<file path="config.mk">
export PLATFORM = sky130hd
export DESIGN_NAME = seq_divider16_8
export DESIGN_NICKNAME = d
export VERILOG_FILES = /design/src/rtl/seq_divider16_8.sv
export SDC_FILE = /design/constraint.sdc
export NUM_CORES = 1
export LEC_CHECK = 0
export CAP_MARGIN = 20
export CORE_UTILIZATION = 30
export DETAILED_ROUTE_END_ITERATION = 16
export PLACE_DENSITY = 0.55
export SYNTH_ARGS = -nofsm -noshare
export SYNTH_HDL_FRONTEND = slang
export SYNTH_SLANG_ARGS = --single-unit
</file>
<file path="constraint.sdc">
create_clock -name clk -period 2.3 [get_ports clk]
set_clock_uncertainty 0.1 [all_clocks]
set_input_delay 0.345 -clock clk [delete_from_list [all_inputs] [get_ports clk]]
set_output_delay 0.345 -clock clk [all_outputs]
set_load 0.02 [all_outputs]
</file>
<file path="src/rtl/seq_divider16_8.sv">
// Unsigned 16/8 restoring divider, one quotient bit per clock behind start/busy/done.
// Latency 17 cycles from accepted start to done (1 cycle for a zero divisor); start is ignored while busy.
module seq_divider16_8 (
    input  logic        clk,
    input  logic        rst,
    input  logic        start,
    input  logic [15:0] dividend,
    input  logic [7:0]  divisor,
    output logic        busy,
    output logic        done,
    output logic [15:0] quotient,
    output logic [7:0]  remainder,
    output logic        div_zero
);

    typedef enum logic [1:0] {
        S_IDLE = 2'd0,
        S_RUN  = 2'd1,
        S_DONE = 2'd2
    } state_t;

    state_t      state_q;
    state_t      state_d;
    logic        accept;
    logic        last_iter;

    // Partial remainder kept to 8 bits: after every iteration it is below the divisor.
    logic [7:0]  r;
    logic [15:0] q;
    logic [7:0]  d;
    logic [3:0]  cnt;

    logic [8:0]  t;
    logic        ge;
    logic [7:0]  r_nxt;
    logic [15:0] q_nxt;

    always_ff @(posedge clk or posedge rst) begin
        if (rst) begin
            state_q <= S_IDLE;
        end else begin
            state_q <= state_d;
        end
    end

    always_comb begin
        state_d   = state_q;
        accept    = 1'b0;
        last_iter = 1'b0;
        case (state_q)
            S_IDLE, S_DONE: begin
                if (start) begin
                    accept  = 1'b1;
                    state_d = (divisor == 8'd0) ? S_DONE : S_RUN;
                end else begin
                    state_d = S_IDLE;
                end
            end
            S_RUN: begin
                if (cnt == 4'd15) begin
                    last_iter = 1'b1;
                    state_d   = S_DONE;
                end
            end
            default: state_d = S_IDLE;
        endcase
    end

    assign busy = (state_q == S_RUN);
    assign done = (state_q == S_DONE);

    // When T >= D the difference is below D, so the low 8 bits of the subtraction suffice.
    always_comb begin
        t     = {r, q[15]};
        ge    = (t >= {1'b0, d});
        r_nxt = ge ? (t[7:0] - d) : t[7:0];
        q_nxt = {q[14:0], ge};
    end

    always_ff @(posedge clk or posedge rst) begin
        if (rst) begin
            r         <= 8'd0;
            q         <= 16'd0;
            d         <= 8'd0;
            cnt       <= 4'd0;
            quotient  <= 16'd0;
            remainder <= 8'd0;
            div_zero  <= 1'b0;
        end else if (accept) begin
            r   <= 8'd0;
            q   <= dividend;
            d   <= divisor;
            cnt <= 4'd0;
            if (divisor == 8'd0) begin
                quotient  <= 16'hFFFF;
                remainder <= dividend[7:0];
                div_zero  <= 1'b1;
            end
        end else if (busy) begin
            r   <= r_nxt;
            q   <= q_nxt;
            cnt <= cnt + 4'd1;
            if (last_iter) begin
                quotient  <= q_nxt;
                remainder <= r_nxt;
                div_zero  <= 1'b0;
            end
        end
    end

endmodule

</file>
# Yosys cells after proc, flatten, opt, wreduce, memory -nomap -nowiden
# Index checks and enable logic that the tools add are counted.
dict set report word_totals {
  register_bits 63
  inputBits 27
  output_inout_bits 27
  word_cells 49
}
dict set report classes {
  add_sub_neg 2
  order_cmp 1
  n_eq_ne 5
  n_mux 27
  n_reduce_logical 6
}
# operator count
set ops {}
lappend ops {{$mux W16} 6}
lappend ops {{$mux W8} 7}
lappend ops {{$ge A9 B8 Y1} 1}
lappend ops {{$logic_not A8 Y1} 1}
lappend ops {{$mux W1} 8}
lappend ops {{$mux W4} 2}
lappend ops {{$sub A8 B8 Y8} 1}
lappend ops {{$mux W2} 3}
lappend ops {{$add A4 B1 Y4 const B} 1}
lappend ops {{$eq A4 B4 Y1 const B} 1}
lappend ops {{$ne A2 B1 Y1 const B} 2}
lappend ops {{$pmux W2 S2} 1}
lappend ops {{$reduce_bool A2 Y1} 2}
lappend ops {{$reduce_and A3 Y1} 1}
lappend ops {{$eq A2 B1 Y1 const B} 1}
lappend ops {{$eq A2 B2 Y1 const B} 1}
lappend ops {{$logic_not A2 Y1} 1}
lappend ops {{$reduce_or A2 Y1} 1}

# Logic depth before layout (Yosys ltp)
dict set report logic_depth {
  depth_word 6
  ltp_mapped 8
  depth_no_buf 8
}

# Least setup slack after synthesis
# No wires, ideal clock.
dict set report synth_timing {
  path_kind {reg-to-reg}
  from {register r[5]}
  to {register r[2]}
  setup_time_ps 122
  arrival_time_ps 1920
  t_required_ps 2078
  path_slack_ps 159
  stages_incl_launch_ff 7
  path_buffers 0
  period_less_slack_ps 2141
  cell_sequence {dfrtp_1 > ha_1 > a21oi_2 > nor2b_1 > or3_1 > or3_1 > a32o_1}
}
dict set report synth_between {
  elab_chain_len 4
}
# element line
set synth_rtl {}
lappend synth_rtl {{start, declared} 28} ;# logic [7:0] r;
lappend synth_rtl {{start signal, assigned} 100} ;# r <= r_nxt;
lappend synth_rtl {{$ge A9 B8 Y1} 75} ;# ge = (t >= {1'b0, d});
lappend synth_rtl {{$mux W8} 76} ;# r_nxt = ge ? (t[7:0] - d) : t[7:0];
lappend synth_rtl {{$mux W8} 99} ;# end else if (busy) begin
lappend synth_rtl {{$mux W8} 89} ;# end else if (accept) begin
# No other way between the ends. The select of a mux whose other input is x is not followed.
# A chain may end at the register's enable or synchronous reset.

# Worst setup path in the final report
dict set report layout_timing {
  from {register r[3]}
  to {register r[2]}
}
# The elaborated chain is that of the path after synthesis.

==> impl_metrics.tcl <==
set metrics [dict create \
    dieArea_mm2 0.01115 \
    dp_cells 568 \
    crit_buf_inv 1 \
    rsz0062_at_grt "false" \
    start_util_pct 31.04 \
    final_area_mm2 0.004337 \
    vias 2883 \
    die_w_um 105.6 \
    finalWorstSetupSlack_ns 0.08961 \
    slowest_delay_ns 0.44 \
    dp_hpwl_mm 6.107 \
    arrival_ns 2.35 \
    end_kind "register" \
    core_mm2 0.01037 \
    dpl_cell_area_mm2 0.004114 \
    post-route-period-util_pct 96.10 \
    drtIter0Drc 193 \
    final_net_count 480 \
    cts_hold_buf 0 \
    syn_nets 405 \
    critPathSlowestCell "dfrtp_1" \
    hold_slack_ns 0.2741 \
    io_pins 54 \
    worst-path-max-fanout 5 \
    synthFlopType "dfrtp_1" \
    grt-ovfl-total 0 \
    timing.max_cap.violations 0 \
    relSlewSlack_pct 43.39 \
    rows 37 \
    firstDrtPassIters 4 \
    pre_cts_ws_ns -0.1139 \
    portBuffers 53 \
    clockRootBuffer "clkbuf_8" \
    htree_levels 3 \
    yosys_warnings 0 \
    ir_drop_mv 0.6780 \
    multi_input_area_mm2 0.001508 \
    hold_violations 0 \
    synth_async_sr_flop_share_pct 100.0 \
    antennaDiodeCount 0 \
    critPathTopFamily "compound AO/OA/AOI/OAI gates" \
    wl_mm 8.440 \
    setup_viol 0 \
    globalplace.congestion 0.8391 \
    syn-mean-instance-area_um2 8.748 \
    leakagePower_nw 1.894 \
    tightest_slew_ns 0.8460 \
    fin_util_pct 41.82 \
    clk_latency_ns 0.35 \
    avgViaCountPerCell 4.937 \
    ctsResizeCount 0 \
    clk_path_buf_depth 2 \
    syn_area_mm2 0.003219 \
    cts_num_sinks 63 \
    path_clk_slew_ns 0.08 \
    synthCells 368 \
    synth-seq-cells 63 \
    start_kind "register" \
    post_drt_wl_per_cell_um 14.45 \
    synth_edf_count 0 \
    ys_seq_area_share_pct 48.97 \
    ff_latch_area_mm2 0.001577 \
    drc_errors 0 \
    worstPathRequired_ns 2.44 \
    status "finished clean" \
    cts_tree "done" \
    critical_path.cell_chain "ha_1 -> buf_4 -> o21a_1 -> o221a_2 -> or3_1 -> a32o_1" \
    synth.lib_cells_used.distinct 48 \
    antenna_found_initial 0 \
    grtUsageTotal_pct 16.41 \
    cts_setup_buffers 0 \
    syn2layout_area_growth_pct 34.71 \
    p_per_area_mw_per_mm2 1580 \
    worst-setup-path-type "reg2reg" \
    stdcell_count 584 \
    numCtsBuffers 9 \
    fmax_mhz 452.4 \
    layout-drive-gt1-share_pct 13.84 \
    grt_pass1_vias 2733 \
    grt_pass1_wl_mm 14.22 \
    grt_max_degree 64 \
    min_period_ns 2.210 \
    final_antenna_net_count 0 \
    die_h_um 105.6 \
    nFillCells 1077 \
    hp-class "in2async" \
    finalMaxSlewViolations 0 \
]
==> worst paths after layout <==
check | from | endpoint | slack [ns] | cells after the start
setup reg to reg | r[3] | r[2] | 0.09 | 6
hold reg to reg | d[0] | d[0] | 0.38 | 2
min in group clk | d[0] | d[0] | 0.38 | 2
setup / recovery | r[3] | r[2] | 0.09 | 6
hold / removal | rst | quotient[11] | 0.27 | 3
max in group asynchronous | rst | d[1] | 1.54 | 3
==> layout make-up <==
type,instances,share of cell area (%)
Sequential cell,63,36.35
Clock buffer,10,3.174
Timing Repair Buffer,89,19.04
Clock inverter,6,1.616
Inverter,13,1.125
Multi-Input combinational cell,267,34.77
Tap cell,136,3.924
==> stage by stage <==
stage	setup TNS (ns)	power, W
after CTS	0	0.006857
after detailed placement	-1.171	0.005826
after global placement	-0.8745	0.005755
after global routing	0	0.007463
final	0	0.006853
after floorplan	0	0.004460
==> worst min-delay path: stages <==
cell	delay (ns)
clkdlybuf4s50_1	0.41
inv_2	0.07
buf_12	0.29
==> routing by layer <==
layer,global-route usage (%),part of all wire (%)
met5,0,0
met4,3.869,0.90
met3,4.391,5.4
met2,25.28,46
met1,22.95,48
==> cell families after synthesis <==
group / after synthesis / share of synthesized area (%)
compound gates: 100 / 19.32
xor+xnor: 4 / 1.088
flops: 63 / 48.97
buf+inv: 38 / 4.664
fa+ha+maj: 10 / 4.120
simple gates: 152 / 21.53
mux: 1 / 0.3109
==> where the power goes <==
group	total, W	switching [W]	leakage (nW)	internal (W)
combinational	0.00385	0.00212	1.06	0.00173
clock	0.000987	0.000455	0.0947	0.000532
sequential	0.00202	0.000357	0.734	0.00166
total	0.00685	0.00293	1.89	0.00392
==> sequential cells by signal, indices dropped and copies added, names as in the netlist <==
| register | cells |
|---|---|
| div_zero | 1 |
| quotient | 16 |
| state_q | 2 |
| cnt | 4 |
| d | 8 |
| q | 16 |
| remainder | 8 |
| r | 8 |
==> placed cells by master, fill, tap and decap left out, drive strengths merged, types with 12 or more instances in the layout <==
cell,netlist,layout
clkdlybuf4s50,0,53
nor2,15,15
o21ai,39,39
a21oi,12,12
buf,5,36
dfrtp,63,63
nand2,79,79
nand3,21,21
a31oi,17,17
inv,13,13
==> cells in the mapped netlist (2+ instances only) <==
| cell type | n | area, um^2 |
|---|---|---|
| a211oi_1 | 4 | 30.03 |
| nor2b_1 | 3 | 18.77 |
| o21ai_0 | 38 | 190.2 |
| o211ai_1 | 3 | 22.52 |
| ha_1 | 9 | 112.6 |
| a31oi_1 | 17 | 106.4 |
| a21boi_0 | 3 | 22.52 |
| and3_1 | 2 | 12.51 |
| nor4_1 | 3 | 18.77 |
| nand2b_1 | 4 | 25.02 |
| dfrtp_1 | 63 | 1577 |
| or3_1 | 10 | 62.56 |
| inv_1 | 13 | 48.80 |
| buf_2 | 2 | 10.01 |
| nor2_1 | 15 | 56.30 |
| a21oi_2 | 2 | 17.52 |
| a22oi_1 | 9 | 67.56 |
| buf_1 | 2 | 7.510 |
| a21oi_1 | 10 | 50.05 |
| xor2_1 | 3 | 26.28 |
| nand2_1 | 79 | 296.5 |
| nand3_1 | 21 | 105.1 |
| nor3b_1 | 2 | 15.01 |
| nor3_1 | 8 | 40.04 |
| o31ai_1 | 2 | 15.01 |
| clkbuf_1 | 19 | 71.32 |
Power figures use the tool's default switching activity.
